===== config.mk =====
export PLATFORM = sky130hd
export DESIGN_NAME = sram_arbiter
export DESIGN_NICKNAME = d
export VERILOG_FILES = /design/src/rtl/arb_pkg.sv /design/src/rtl/sram_arbiter_rr_picker.sv /design/src/rtl/sram_arbiter.sv
export SDC_FILE = /design/constraint.sdc
export NUM_CORES = 1
export LEC_CHECK = 0
export ABC_CLOCK_PERIOD_IN_PS = 3600
export BUFFER_PORTS_ARGS = -buffer_cell sky130_fd_sc_hd__buf_2
export CAP_MARGIN = 0
export CORE_MARGIN = 1
export CORE_UTILIZATION = 30
export CTS_CLUSTER_DIAMETER = 120
export CTS_CLUSTER_SIZE = 14
export DETAILED_ROUTE_END_ITERATION = 7
export SKIP_CTS_REPAIR_TIMING = 1
export SLEW_MARGIN = 10
export SYNTH_ARGS = -nofsm -noshare
export SYNTH_HDL_FRONTEND = slang
export SYNTH_SLANG_ARGS = --single-unit

===== constraint.sdc =====
create_clock -name clk -period 3.6 [get_ports clk]
set_clock_uncertainty 0.2 [all_clocks]
set_input_delay 0.72 -clock clk [delete_from_list [all_inputs] [get_ports clk]]
set_output_delay 0.72 -clock clk [all_outputs]
set_load 0.05 [all_outputs]

===== src/rtl/arb_pkg.sv =====
// -----------------------------------------------------------------------------
// arb_pkg
// Shared definitions for the SRAM arbiter slice.
//   arb_state_t       : arbiter state (ARB_IDLE = no owner, ARB_ACCESS = owner valid)
//   LOCK_MAX_DEFAULT  : default number of consecutive locked grants before a
//                       forced release when another requester is waiting
//   cnt_width()       : width of a counter that must hold 0 .. max_val-1
// -----------------------------------------------------------------------------
package arb_pkg;

  typedef enum logic [0:0] {
    ARB_IDLE   = 1'b0,
    ARB_ACCESS = 1'b1
  } arb_state_t;

  localparam int LOCK_MAX_DEFAULT = 8;

  function automatic int cnt_width(input int max_val);
    return (max_val > 2) ? $clog2(max_val) : 1;
  endfunction

endpackage


===== src/rtl/sram_arbiter_rr_picker.sv =====
// -----------------------------------------------------------------------------
// rr_picker
// Combinational round-robin selector: returns the first set bit of req at or
// after position ptr, wrapping modulo N.
//   req   [N-1:0] : candidate vector
//   ptr   [W-1:0] : starting position (0 .. N-1)
//   idx   [W-1:0] : index of the selected candidate (0 when none)
//   found         : at least one candidate present
// -----------------------------------------------------------------------------
module rr_picker #(
  parameter int N = 3,
  parameter int W = (N > 1) ? $clog2(N) : 1
) (
  input  logic [N-1:0] req,
  input  logic [W-1:0] ptr,
  output logic [W-1:0] idx,
  output logic         found
);

  logic [2*N-1:0] req_dbl;
  logic [N-1:0]   req_rot;
  logic [W-1:0]   offset;
  logic [W:0]     sum;

  // Rotate so that position ptr lands on bit 0; the first set bit of the
  // rotated vector is then the round-robin winner's distance from ptr.
  assign req_dbl = {req, req};
  assign req_rot = N'(req_dbl >> ptr);
  assign found   = |req_rot;

  // NOTE: every variable written here gets a default first, so no path can
  // leave it unassigned and infer a latch.
  always_comb begin
    offset = '0;
    // Descending scan: the lowest set bit is the last one written.
    for (int k = N - 1; k >= 0; k--) begin
      if (req_rot[k]) offset = W'(k);
    end
  end

  assign sum = {1'b0, ptr} + {1'b0, offset};
  assign idx = (sum >= (W+1)'(N)) ? W'(sum - (W+1)'(N)) : W'(sum);

endmodule


===== src/rtl/sram_arbiter.sv =====
// -----------------------------------------------------------------------------
// sram_arbiter
// Shares one single-port synchronous SRAM between N_REQ requesters with
// round-robin arbitration and an optional bounded lock.
//   clk, rst_n          : clock, asynchronous active-low reset
//   req/lock/we [N_REQ] : per-requester request, keep-ownership, write enable
//   addr, din           : per-requester address and write data
//   gnt   [N_REQ]       : one-hot, access performed this cycle
//   rvalid[N_REQ]       : one-hot, read data valid this cycle
//   rdata               : read data broadcast (SRAM output passed through)
//   mem_cs/mem_we/mem_addr/mem_din : SRAM command port
//   mem_dout            : SRAM registered read data (1-cycle latency)
// -----------------------------------------------------------------------------
module sram_arbiter
  import arb_pkg::*;
#(
  parameter int ADDR_WIDTH = 4,
  parameter int DATA_WIDTH = 8,
  parameter int N_REQ      = 3,
  parameter int LOCK_MAX   = LOCK_MAX_DEFAULT
) (
  input  logic                                clk,
  input  logic                                rst_n,
  input  logic [N_REQ-1:0]                    req,
  input  logic [N_REQ-1:0]                    lock,
  input  logic [N_REQ-1:0]                    we,
  input  logic [N_REQ-1:0][ADDR_WIDTH-1:0]    addr,
  input  logic [N_REQ-1:0][DATA_WIDTH-1:0]    din,
  output logic [N_REQ-1:0]                    gnt,
  output logic [N_REQ-1:0]                    rvalid,
  output logic [DATA_WIDTH-1:0]               rdata,
  output logic                                mem_cs,
  output logic                                mem_we,
  output logic [ADDR_WIDTH-1:0]               mem_addr,
  output logic [DATA_WIDTH-1:0]               mem_din,
  input  logic [DATA_WIDTH-1:0]               mem_dout
);

  localparam int OW = $clog2(N_REQ);
  localparam int CW = cnt_width(LOCK_MAX);
  localparam logic [CW-1:0] CNT_TOP  = CW'(LOCK_MAX - 1);
  localparam logic [OW-1:0] LAST_IDX = OW'(N_REQ - 1);

  arb_state_t      state, state_d;
  logic [OW-1:0]   owner, owner_d;
  logic [OW-1:0]   rr_ptr, rr_ptr_d;
  logic [CW-1:0]   lock_cnt, lock_cnt_d;

  logic [N_REQ-1:0] owner_oh;
  logic             owner_req;
  logic             owner_lock;
  logic             others_req;
  logic             hold;
  logic [OW-1:0]    next_ptr;

  logic [N_REQ-1:0] pick_req;
  logic [OW-1:0]    pick_ptr;
  logic [OW-1:0]    pick_idx;
  logic             pick_found;

  assign owner_oh   = {{(N_REQ-1){1'b0}}, 1'b1} << owner;
  assign owner_req  = |(owner_oh & req);
  assign owner_lock = |(owner_oh & lock);
  assign others_req = |(req & ~owner_oh);
  assign next_ptr   = (owner == LAST_IDX) ? '0 : owner + 1'b1;

  // A granted, locked owner keeps the SRAM until its lock budget is spent;
  // once spent it only keeps it while nobody else is waiting.
  assign hold = owner_req && owner_lock && ((lock_cnt != CNT_TOP) || !others_req);

  // Grant is qualified by the live request so a dropped request is never served.
  assign gnt = (state == ARB_ACCESS) ? (owner_oh & req) : '0;

  // Idle: search all requests from rr_ptr. Release: search everyone except the
  // outgoing owner, starting just after it, so the handoff is back-to-back.
  assign pick_req = (state == ARB_IDLE) ? req    : (req & ~owner_oh);
  assign pick_ptr = (state == ARB_IDLE) ? rr_ptr : next_ptr;

  rr_picker #(
    .N (N_REQ),
    .W (OW)
  ) u_rr_picker (
    .req   (pick_req),
    .ptr   (pick_ptr),
    .idx   (pick_idx),
    .found (pick_found)
  );

  always_comb begin
    state_d    = state;
    owner_d    = owner;
    rr_ptr_d   = rr_ptr;
    lock_cnt_d = lock_cnt;
    case (state)
      ARB_IDLE: begin
        if (pick_found) begin
          state_d = ARB_ACCESS;
          owner_d = pick_idx;
        end
      end
      ARB_ACCESS: begin
        if (hold) begin
          // Saturates at CNT_TOP when the owner is alone.
          if (lock_cnt != CNT_TOP) lock_cnt_d = lock_cnt + 1'b1;
        end else begin
          rr_ptr_d   = next_ptr;
          lock_cnt_d = '0;
          if (pick_found) owner_d = pick_idx;
          else            state_d = ARB_IDLE;
        end
      end
      default: state_d = ARB_IDLE;
    endcase
  end

  // NOTE: sequential state is updated with non-blocking assignments so every
  // register samples the pre-edge values regardless of statement order.
  always_ff @(posedge clk or negedge rst_n) begin
    if (!rst_n) begin
      state    <= ARB_IDLE;
      owner    <= '0;
      rr_ptr   <= '0;
      lock_cnt <= '0;
      rvalid   <= '0;
    end else begin
      state    <= state_d;
      owner    <= owner_d;
      rr_ptr   <= rr_ptr_d;
      lock_cnt <= lock_cnt_d;
      // SRAM read data appears one cycle after the read command.
      rvalid   <= gnt & ~we;
    end
  end

  // gnt is one-hot, so the loop acts as a simple mux onto the SRAM port.
  always_comb begin
    mem_cs   = |gnt;
    mem_we   = 1'b0;
    mem_addr = '0;
    mem_din  = '0;
    for (int i = 0; i < N_REQ; i++) begin
      if (gnt[i]) begin
        mem_we   = we[i];
        mem_addr = addr[i];
        mem_din  = din[i];
      end
    end
  end

  assign rdata = mem_dout;

endmodule


==> results of run 1 <==
## cell usage after synthesis, drive strengths merged (3+ instances only)
master / count
mux2: 5
o22ai: 3
o21ai: 6
inv: 23
mux2i: 6
buf: 14
dfrtp: 11
a222oi: 12
nor2b: 3
a21oi: 3
nor3b: 3
ha: 4
nor3: 4
## cell usage in the layout, fill, tap and decap left out, drive strengths merged, types with 2 or more instances in the layout
cell type	instances
nand2	2
buf	70
a21oi	3
nor3	4
mux2i	6
o21ai	6
o22ai	3
clkbuf	3
dfrtp	11
ha	4
nor3b	3
mux2	5
inv	23
a222oi	12
nor2	2
nor2b	3
nand3	2
a22o	2
## final timing paths
kind / to / slack (ns) / cells past startpoint
max in group asynchronous: owner[0] / 2.86 / 1
worst min register to register: rr_ptr[1] / 0.32 / 1
worst max register to register: owner[1] / 0.33 / 13
min in group clk: rr_ptr[1] / 0.32 / 1
worst min-delay path: lock_cnt[1] / 0.11 / 1
worst max-delay path: owner[1] / 0.33 / 13
## critical path: stages (launching register included)
cell     delay, ns
dfrtp_2       0.49
nor2_2        0.17
mux2i_2       0.13
o22ai_1       0.37
nand3_1       0.12
o31ai_1       0.10
ha_1          0.18
inv_1         0.04
fa_1          0.52
inv_1         0.06
ha_1          0.17
nor2b_1       0.22
a21oi_1       0.10
mux2_1        0.28
## registers in the layout, indices dropped and copies added (netlist names)
| signal | cells |
|---|---|
| lock_cnt | 3 |
| rvalid | 3 |
| rr_ptr | 2 |
| state | 1 |
| owner | 2 |
## layout make-up
type                            instances  area (um2)
Inverter                               23       86.33
Multi-Input combinational cell         71       616.8
Clock inverter                          1       5.005
Sequential cell                        11       276.5
Clock buffer                            3       22.52
Fill cell                             331        1964
Tap cell                               46       57.56
Timing Repair Buffer                   70       360.3
## per-layer routing
metal	GRT usage, %	wire length, um
met5	0	0
met4	1.587	0
met3	3.106	186
met2	31.46	1465
met1	16.50	1071
## power groups by stage
stage                     Sequential, mW  Combinational, mW  Clock, mW
after global routing               0.207               1.09     0.0919
after CTS                          0.200              0.998     0.0875
final                              0.205              0.995     0.0832
after floorplan                    0.195              0.832          0
after global placement             0.199              0.962          0
after detailed placement           0.201              0.993          0
## logic make-up after synthesis
family / Yosys count / synth area share [%]
adder cells (fa/ha/maj): 5 / 6.489
multiplexers: 11 / 10.78
AO/OA/AOI/OAI: 32 / 25.96
flip-flops: 11 / 25.49
buffers and inverters: 38 / 17.73
AND/OR/NAND/NOR: 23 / 13.56
==> results.sh, run 1 <==
export IMPL_synth_top_area_share_pct=25.49
export IMPL_startpoint_type="flip-flop"
export IMPL_tightest_slew_ns=0.5313
export IMPL_clock_fmax_ghz=0.3057
export IMPL_hpwl_mm=2.247
export IMPL_drt_iter0_drc=40
export IMPL_drive_gt1_share_pct=48.04
export IMPL_via_count=1146
export IMPL_arrival_ns=3.22
export IMPL_place_inst=221
export IMPL_synth_edf_count=0
export IMPL_critical_path_class="flip-flop to flip-flop"
export IMPL_cts_root_buf="clkbuf_4"
export IMPL_grt_overflow=0
export IMPL_p_leak_nw=0.8450
export IMPL_syn_area_per_cell_um2=8.998
export IMPL_required_ns=3.55
export IMPL_pwr_share_clk_pct=6.5
export IMPL_drc_errors=0
export IMPL_cp_startpoint="owner[0]"
export IMPL_die_w_um=62.00
export IMPL_timing_final_ws_setup_ns=0.3289
export IMPL_cp_max_fo=8
export IMPL_min_path_type="input port to asynchronous set/reset pin"
export IMPL_report_final_setup_viol=0
export IMPL_diodes=0
export IMPL_combPwrFrac_pct=77.5
export IMPL_p_per_area_nw_per_um2=900.1
export IMPL_p_total_mw=1.283
export IMPL_fin_area_um2=1425
export IMPL_yosys_warnings=0
export IMPL_h_tree_depth=1
export IMPL_netlist_area_um2=1080
export IMPL_rsz0062_at_grt="no"
export IMPL_ys_async_sr_fraction_pct=100.0
export IMPL_place_congestion=0.8682
export IMPL_detail_route_wl_per_cell_um=12.10
export IMPL_start_util_pct=31.86
export IMPL_first_global_vias=1129
export IMPL_core_area_um2=3390
export IMPL_worstSetupEndpointType="flip-flop"
export IMPL_ant_nets=0
export IMPL_syn_nets=180
export IMPL_dpl_cell_area_um2=1393
export IMPL_r2r_start="owner[0]"
export IMPL_hold_viol=0
export IMPL_die_y_um=62.00
export IMPL_syn2layout_area_growth_pct=31.98
export IMPL_drv_cap=0
export IMPL_viasPerCell=5.093
export IMPL_slew_headroom_pct=64.21
export IMPL_dieArea_um2=3843
export IMPL_cts_tree="done"
export IMPL_p_sw_uw=720.4
export IMPL_stdcell_count=225
export IMPL_portBuffers=66
export IMPL_grt_pass1_wl_mm=4.505
export IMPL_cts_made_buffers=3
export IMPL_fin_crit_ns=3.271
export IMPL_slew_viol_final=0
export IMPL_intPower_uw=562.3
export IMPL_nNetsFinal=240
export IMPL_utilization_pct=42.05
export IMPL_top_level_ports=83
export IMPL_irDropWorstVdd_mv=0.3374
export IMPL_insertion_delay_ns=0.26
export IMPL_cts_buffer_depth=2
export IMPL_synth_distinct_cells=38
export IMPL_first_pass_iters=4
export IMPL_sw_frac_of_total_pct=56.16
export IMPL_antenna_found_initial=0
export IMPL_cts_sink_count=11
export IMPL_fp_row_count=21
export IMPL_synth_largest_area_cell="dfrtp_1"
export IMPL_synth_seq_area_share_pct=25.49
export IMPL_grt_max_degree=17
export IMPL_clkSlewWorstSetupHoldPaths_ns=0.07
export IMPL_finalCritPeriodShare_pct=90.87
export IMPL_ys_flop_type="dfrtp_1"
export IMPL_p_seq_share_pct=16.0
export IMPL_synthCells=120
export IMPL_ys_top_cells_by_area="dfrtp_1 (25%), a222oi_1 (11%), inv_1 (8.0%)"
export IMPL_setup_tns_final_ns=0
export IMPL_dp_slack_ns=0.1260
export IMPL_track_usage_pct=15.43
export IMPL_routed_wl_mm=2.723
export IMPL_ys_ff_latch=11
export IMPL_hold_ws_ns=0.1124
export IMPL_status="finished clean"
No activity file was read; power rests on OpenSTA's default activity.
==> run 2: changes to the inputs <==
- CELL_PAD_IN_SITES_DETAIL_PLACEMENT: default -> 1
- CELL_PAD_IN_SITES_GLOBAL_PLACEMENT: default -> 2
- CORE_UTILIZATION: 30 -> 20
- PLACE_DENSITY_LB_ADDON: default -> 0.1
==> run 2 against run 1 <==
Net effect: sequential power is 7% lower; via count is 2.1% higher; critical path type unchanged; utilization is 13 points lower; clock-buffer cell count is 1 higher; hold slack better by 0.039 ns; largest cell class unchanged; die area is 48% higher; clock power is 41% higher; cell count is 12% higher; global-route usage is 4.2 points lower.
==> results.sh, run 2 (synthesis results as in run 1) <==
export IMPL_final_common_cell="buf_2"
export IMPL_grt_max_degree=17
export IMPL_die_y_um=75.48
export IMPL_portBuffers=66
export IMPL_drive_gt1_share_pct=48.63
export IMPL_cts_sink_count=11
export IMPL_report_final_setup_viol=0
export IMPL_hold_ws_ns=0.1518
export IMPL_fin_area_um2=1506
export IMPL_worstSetupEndpointType="flip-flop"
export IMPL_clock_fmax_ghz=0.3035
export IMPL_slew_headroom_pct=61.46
export IMPL_syn2layout_area_growth_pct=39.51
export IMPL_tightest_slew_ns=0.5781
export IMPL_diodes=0
export IMPL_routed_wl_mm=3.192
export IMPL_arrival_ns=3.20
export IMPL_nNetsFinal=244
export IMPL_cts_made_buffers=3
export IMPL_critPathBufInv=3
export IMPL_core_area_um2=5140
export IMPL_r2r_setup_slack_ns=0.31
export IMPL_irDropWorstVdd_mv=0.3009
export IMPL_required_ns=3.51
export IMPL_detail_route_wl_per_cell_um=12.62
export IMPL_r2r_end="owner[1]"
export IMPL_r2r_start="state"
export IMPL_utilization_pct=29.31
export IMPL_slew_viol_final=0
export IMPL_rsz0062_at_grt="no"
export IMPL_fp_row_count=26
export IMPL_timing_final_ws_setup_ns=0.3053
export IMPL_layout_common_cells="buf_2 (66), inv_1 (23), a222oi_1 (12)"
export IMPL_cts_tree="done"
export IMPL_first_pass_iters=4
export IMPL_track_usage_pct=11.27
export IMPL_h_tree_depth=1
export IMPL_first_global_vias=1242
export IMPL_min_path_type="input port to asynchronous set/reset pin"
export IMPL_top_level_ports=83
export IMPL_setup_tns_final_ns=0
export IMPL_start_util_pct=21.01
export IMPL_drt_iter0_drc=59
export IMPL_cp_max_fo=9
export IMPL_grt_pass1_wl_mm=5.064
export IMPL_hold_viol=0
export IMPL_p_per_area_nw_per_um2=908.6
export IMPL_fin_crit_ns=3.295
export IMPL_cts_root_buf="clkbuf_8"
export IMPL_clkSlewWorstSetupHoldPaths_ns=0.05
export IMPL_viasPerCell=4.625
export IMPL_largestRegisters="lock_cnt x3, rvalid x3"
export IMPL_grt_overflow=0
export IMPL_cp_top_family="adder cells"
export IMPL_status="finished clean"
export IMPL_worstRegToRegCells=14
export IMPL_place_congestion=0.7856
export IMPL_dpl_cell_area_um2=1458
export IMPL_p_leak_nw=0.8726
export IMPL_dieArea_um2=5696
export IMPL_antenna_found_initial=0
export IMPL_finalCritPeriodShare_pct=91.52
export IMPL_cts_buffer_depth=2
export IMPL_hpwl_mm=2.690
export IMPL_dp_slack_ns=0.1112
export IMPL_crit_slowest_cell="fa_1"
export IMPL_fillerInstances=651
export IMPL_drv_cap=0
export IMPL_startpoint_type="flip-flop"
export IMPL_critical_path_class="flip-flop to flip-flop"
export IMPL_die_w_um=75.48
export IMPL_via_count=1170
export IMPL_drc_errors=0
export IMPL_insertion_delay_ns=0.23
export IMPL_ant_nets=0
export IMPL_slowest_delay_ns=0.53
export IMPL_critical_path_cell_chain="buf_4, nor2_1, a21oi_1, o22ai_1, nand3_1, o31ai_1, ha_1, inv_1, fa_1, inv_1, ha_1, nor2b_1, a21oi_1, mux2_1"
run 2: changes by cell type in the layout (fill, tap and decap cells not counted), sizes merged:
cell and delta:
clkinv -1, clkbuf +1, buf +4
run 2: metrics by stage:
stage | instances | total power, mW
2_1_floorplan | 120 | 1.027
3_3_place_gp | 249 | 1.242
3_5_place_dp | 249 | 1.260
4_1_cts | 253 | 1.386
5_1_grt | 253 | 1.495
6_report | 253 | 1.369
run 2: area by class of cell:
class / instances / area (um2) / share of cell area, %
well taps: 70 / 87.58 / 5.814
clock buffers: 4 / 45.04 / 2.990
multi-input cells: 71 / 621.8 / 41.28
repair buffers: 74 / 390.4 / 25.91
inverters: 23 / 86.33 / 5.731
flip-flops and latches: 11 / 275.3 / 18.27
run 2: worst max-delay path by stage:
| stage | to | slack (ns) | cells past startpoint | start |
|---|---|---|---|---|
| global placement | owner[0] | 0.26 | 13 | req[2] |
| finish | owner[1] | 0.31 | 14 | state |
| global route | owner[0] | 0.03 | 14 | state |
| floorplan | mem_we | 0.1 | 5 | req[0] |
| detailed placement | owner[0] | 0.11 | 13 | req[1] |
| CTS | owner[0] | 0.21 | 13 | owner[0] |
run 2: layer usage:
layer | global-route usage [%] | part of all wire, % | vias to the layer above
met1 | 13.76 | 44 | 540
met5 | 0 | 0 | -
li1 | - | - | 564
met2 | 21.13 | 50 | 66
met4 | 1.852 | 0 | 0
met3 | 1.720 | 6.8 | 0
run 2: power by group:
part | total (mW) | internal, mW | switching (mW)
Combinational | 1.06 | 0.386 | 0.675
Clock | 0.117 | 0.0772 | 0.0402
Sequential | 0.191 | 0.164 | 0.0267
run 2: worst register-to-register path, cell delays in order (launching register included):
cell,delay (ns)
dfrtp_1,0.40
buf_4,0.18
nor2_1,0.15
a21oi_1,0.06
o22ai_1,0.34
nand3_1,0.14
o31ai_1,0.10
ha_1,0.18
inv_1,0.05
fa_1,0.53
inv_1,0.06
ha_1,0.17
nor2b_1,0.22
a21oi_1,0.11
mux2_1,0.29
==> run 3: changes to the inputs <==
- ABC_AREA: default -> 1
- CORE_UTILIZATION: 20 -> 18
- PLACE_DENSITY_LB_ADDON: 0.1 -> 0.08
- SKIP_CTS_REPAIR_TIMING: 1 -> default
==> run 3 against run 2 <==
Net effect: synthesized area grew 0.70%; first-iteration DRC count shrank 47%; clock-buffer cell count is the same; synthesized cell count grew 48%; hold slack lost 0.0023 ns; wire length grew 16%; non-clock buffer count shrank 5; critical path depth grew 3; sequential power grew 9%; via count grew 11%; largest cell class unchanged.
==> results.sh, run 3 <==
export IMPL_status="finished clean"
export IMPL_viasPerCell=4.190
export IMPL_worstRegToRegCells=17
export IMPL_arrival_ns=2.94
export IMPL_cts_made_buffers=3
export IMPL_ys_top_cells_by_area="nand2_1 (26%), dfrtp_1 (25%), nand3_1 (12%)"
export IMPL_place_congestion=0.7322
export IMPL_slew_viol_final=0
export IMPL_hpwl_mm=3.113
export IMPL_top_level_ports=83
export IMPL_worst_path_most_repeated_cell="nand2_1"
export IMPL_cp_max_fo=5
export IMPL_clkSlewWorstSetupHoldPaths_ns=0.05
export IMPL_h_tree_depth=1
export IMPL_ys_flop_type="dfrtp_1"
export IMPL_start_util_pct=19.16
export IMPL_r2r_end="owner[1]"
export IMPL_grt_pass1_wl_mm=6.210
export IMPL_final_common_cell="nand2_1"
export IMPL_dpl_cell_area_um2=1439
export IMPL_stdcell_count=310
export IMPL_finalCritPeriodShare_pct=83.81
export IMPL_die_y_um=79.72
export IMPL_startpoint_type="flip-flop"
export IMPL_drv_cap=0
export IMPL_layout_common_cells="nand2_1 (76), buf_2 (66), nand3_1 (27)"
export IMPL_grt_max_degree=16
export IMPL_p_leak_nw=0.8654
export IMPL_track_usage_pct=12.39
export IMPL_tightest_slew_ns=0.3067
export IMPL_critical_path_cell_chain="nor2_1, nand2_1, nand2_2, nand2_1, nand3_1, nand2_4, a21oi_1, ha_1, inv_1, fa_1, inv_1, ha_1, nand3b_1, nand2_1, o21ai_0, nand3_1, nand2_1"
export IMPL_drt_iter0_drc=31
export IMPL_syn2layout_area_growth_pct=36.48
export IMPL_hold_viol=0
export IMPL_report_final_setup_viol=0
export IMPL_r2r_setup_slack_ns=0.58
export IMPL_post_cts_buffers=0
export IMPL_crit_slowest_cell="fa_1"
export IMPL_dieArea_um2=6355
export IMPL_nNetsFinal=299
export IMPL_core_area_um2=5675
export IMPL_fp_row_count=27
export IMPL_ys_async_sr_fraction_pct=100.0
export IMPL_utilization_pct=26.15
export IMPL_irDropWorstVdd_mv=0.2148
export IMPL_cts_tree="done"
export IMPL_antenna_found_initial=0
export IMPL_syn_nets=237
export IMPL_fin_area_um2=1484
export IMPL_ys_top_cells_by_count="nand2_1 (76), nand3_1 (27), inv_1 (15)"
export IMPL_diodes=0
export IMPL_synth_top_area_share_pct=26.24
export IMPL_insertion_delay_ns=0.24
export IMPL_rsz0062_at_grt="no"
export IMPL_ys_ff_latch=11
export IMPL_via_count=1299
export IMPL_synth_largest_area_cell="nand2_1"
export IMPL_first_pass_iters=6
export IMPL_synth_distinct_cells=24
export IMPL_setup_tns_final_ns=0
export IMPL_ant_nets=0
export IMPL_synth_seq_area_share_pct=25.32
export IMPL_clock_fmax_ghz=0.3314
export IMPL_cts_root_buf="clkbuf_8"
export IMPL_slowest_delay_ns=0.50
export IMPL_first_global_vias=1405
export IMPL_die_w_um=79.72
export IMPL_cts_buffer_depth=2
export IMPL_slew_headroom_pct=79.55
export IMPL_detail_route_wl_per_cell_um=11.90
export IMPL_r2r_start="owner[1]"
export IMPL_cts_resized_gates=0
export IMPL_p_per_area_nw_per_um2=1006
export IMPL_drc_errors=0
export IMPL_synthCells=177
export IMPL_fin_crit_ns=3.017
export IMPL_netlist_area_um2=1087
export IMPL_cp_startpoint="owner[1]"
export IMPL_synth_most_common_cell="nand2_1"
export IMPL_synth_edf_count=0
export IMPL_routed_wl_mm=3.689
export IMPL_cts_sink_count=11
export IMPL_critical_path_class="flip-flop to flip-flop"
export IMPL_drive_gt1_share_pct=33.19
export IMPL_syn_area_per_cell_um2=6.143
export IMPL_largestRegisters="lock_cnt x3, rvalid x3"
export IMPL_holdBufCountCts=0
export IMPL_portBuffers=66
export IMPL_timing_final_ws_setup_ns=0.5828
export IMPL_min_path_type="input port to asynchronous set/reset pin"
export IMPL_crit_end="owner[1]"
export IMPL_place_inst=306
export IMPL_worstSetupEndpointType="flip-flop"
export IMPL_dp_slack_ns=0.4980
export IMPL_required_ns=3.53
export IMPL_grt_overflow=0
export IMPL_yosys_warnings=0
## run 3: changes by cell type in the layout (fill, tap and decap cells not counted), moves of 5 or more
cell      previous run  this run
buf_4                8         3
inv_1               23        15
a222oi_1            12         0
nand2_1              2        76
nand3_1              2        27
mux2i_1              5         0
nor2_1               1         8
## run 3: power by group
group / switching, mW / internal, mW / total (mW)
Combinational: 0.807 / 0.355 / 1.16
Clock: 0.0453 / 0.0777 / 0.123
Sequential: 0.0400 / 0.168 / 0.208
Total: 0.892 / 0.601 / 1.49
## run 3: cells by family (layout without fill, tap and decap cells)
kind of cell | after synthesis | after routing | share of synthesized area [%]
compound gates | 10 | 10 | 5.178
xor+xnor | 1 | 1 | 0.8057
fa+ha+maj | 5 | 5 | 6.444
buf+inv | 29 | 90 | 14.27
flops | 11 | 11 | 25.32
simple gates | 121 | 121 | 47.99
## run 3: worst max-delay path: cells and delay by family (launching register included)
family,cells,cell delay [ns]
and+or+nand+nor,10,1.14
adders and majority gates,3,0.83
DFF,1,0.44
AOI/OAI and AO/OA,2,0.20
buffers and inverters,2,0.10
## run 3: metrics by stage
stage	hold slack (ns)	power [mW]
finish	0.1495	1.493
global route	0.1508	1.677
CTS	0.1590	1.530
detailed placement	0.3047	1.394
global placement	0.3037	1.396
floorplan	0.2244	1.138
## run 3: worst min path at each step
stage                        to       from  cells after the start
floorplan           lock_cnt[0]      rst_n                      0
global placement      rr_ptr[1]  rr_ptr[1]                      2
detailed placement    rr_ptr[1]  rr_ptr[1]                      2
CTS                   rr_ptr[0]      rst_n                      1
global route          rr_ptr[0]      rst_n                      1
finish                rr_ptr[0]      rst_n                      1
## run 3: area by class of cell
class	count	area, um2
Fill cell	776	4192
Multi-Input combinational cell	137	656.9
Timing Repair Buffer	69	352.8
Sequential cell	11	275.3
Tap cell	72	90.09
Inverter	17	63.81
Clock buffer	4	45.04
## run 3: layer usage
layer | track usage, % | share of wire [%] | up-vias
li1 | - | - | 677
met1 | 15.30 | 47 | 565
met2 | 21.37 | 46 | 55
met3 | 3.314 | 6.9 | 2
met4 | 2.545 | 0.14 | 0
met5 | 0 | 0 | -
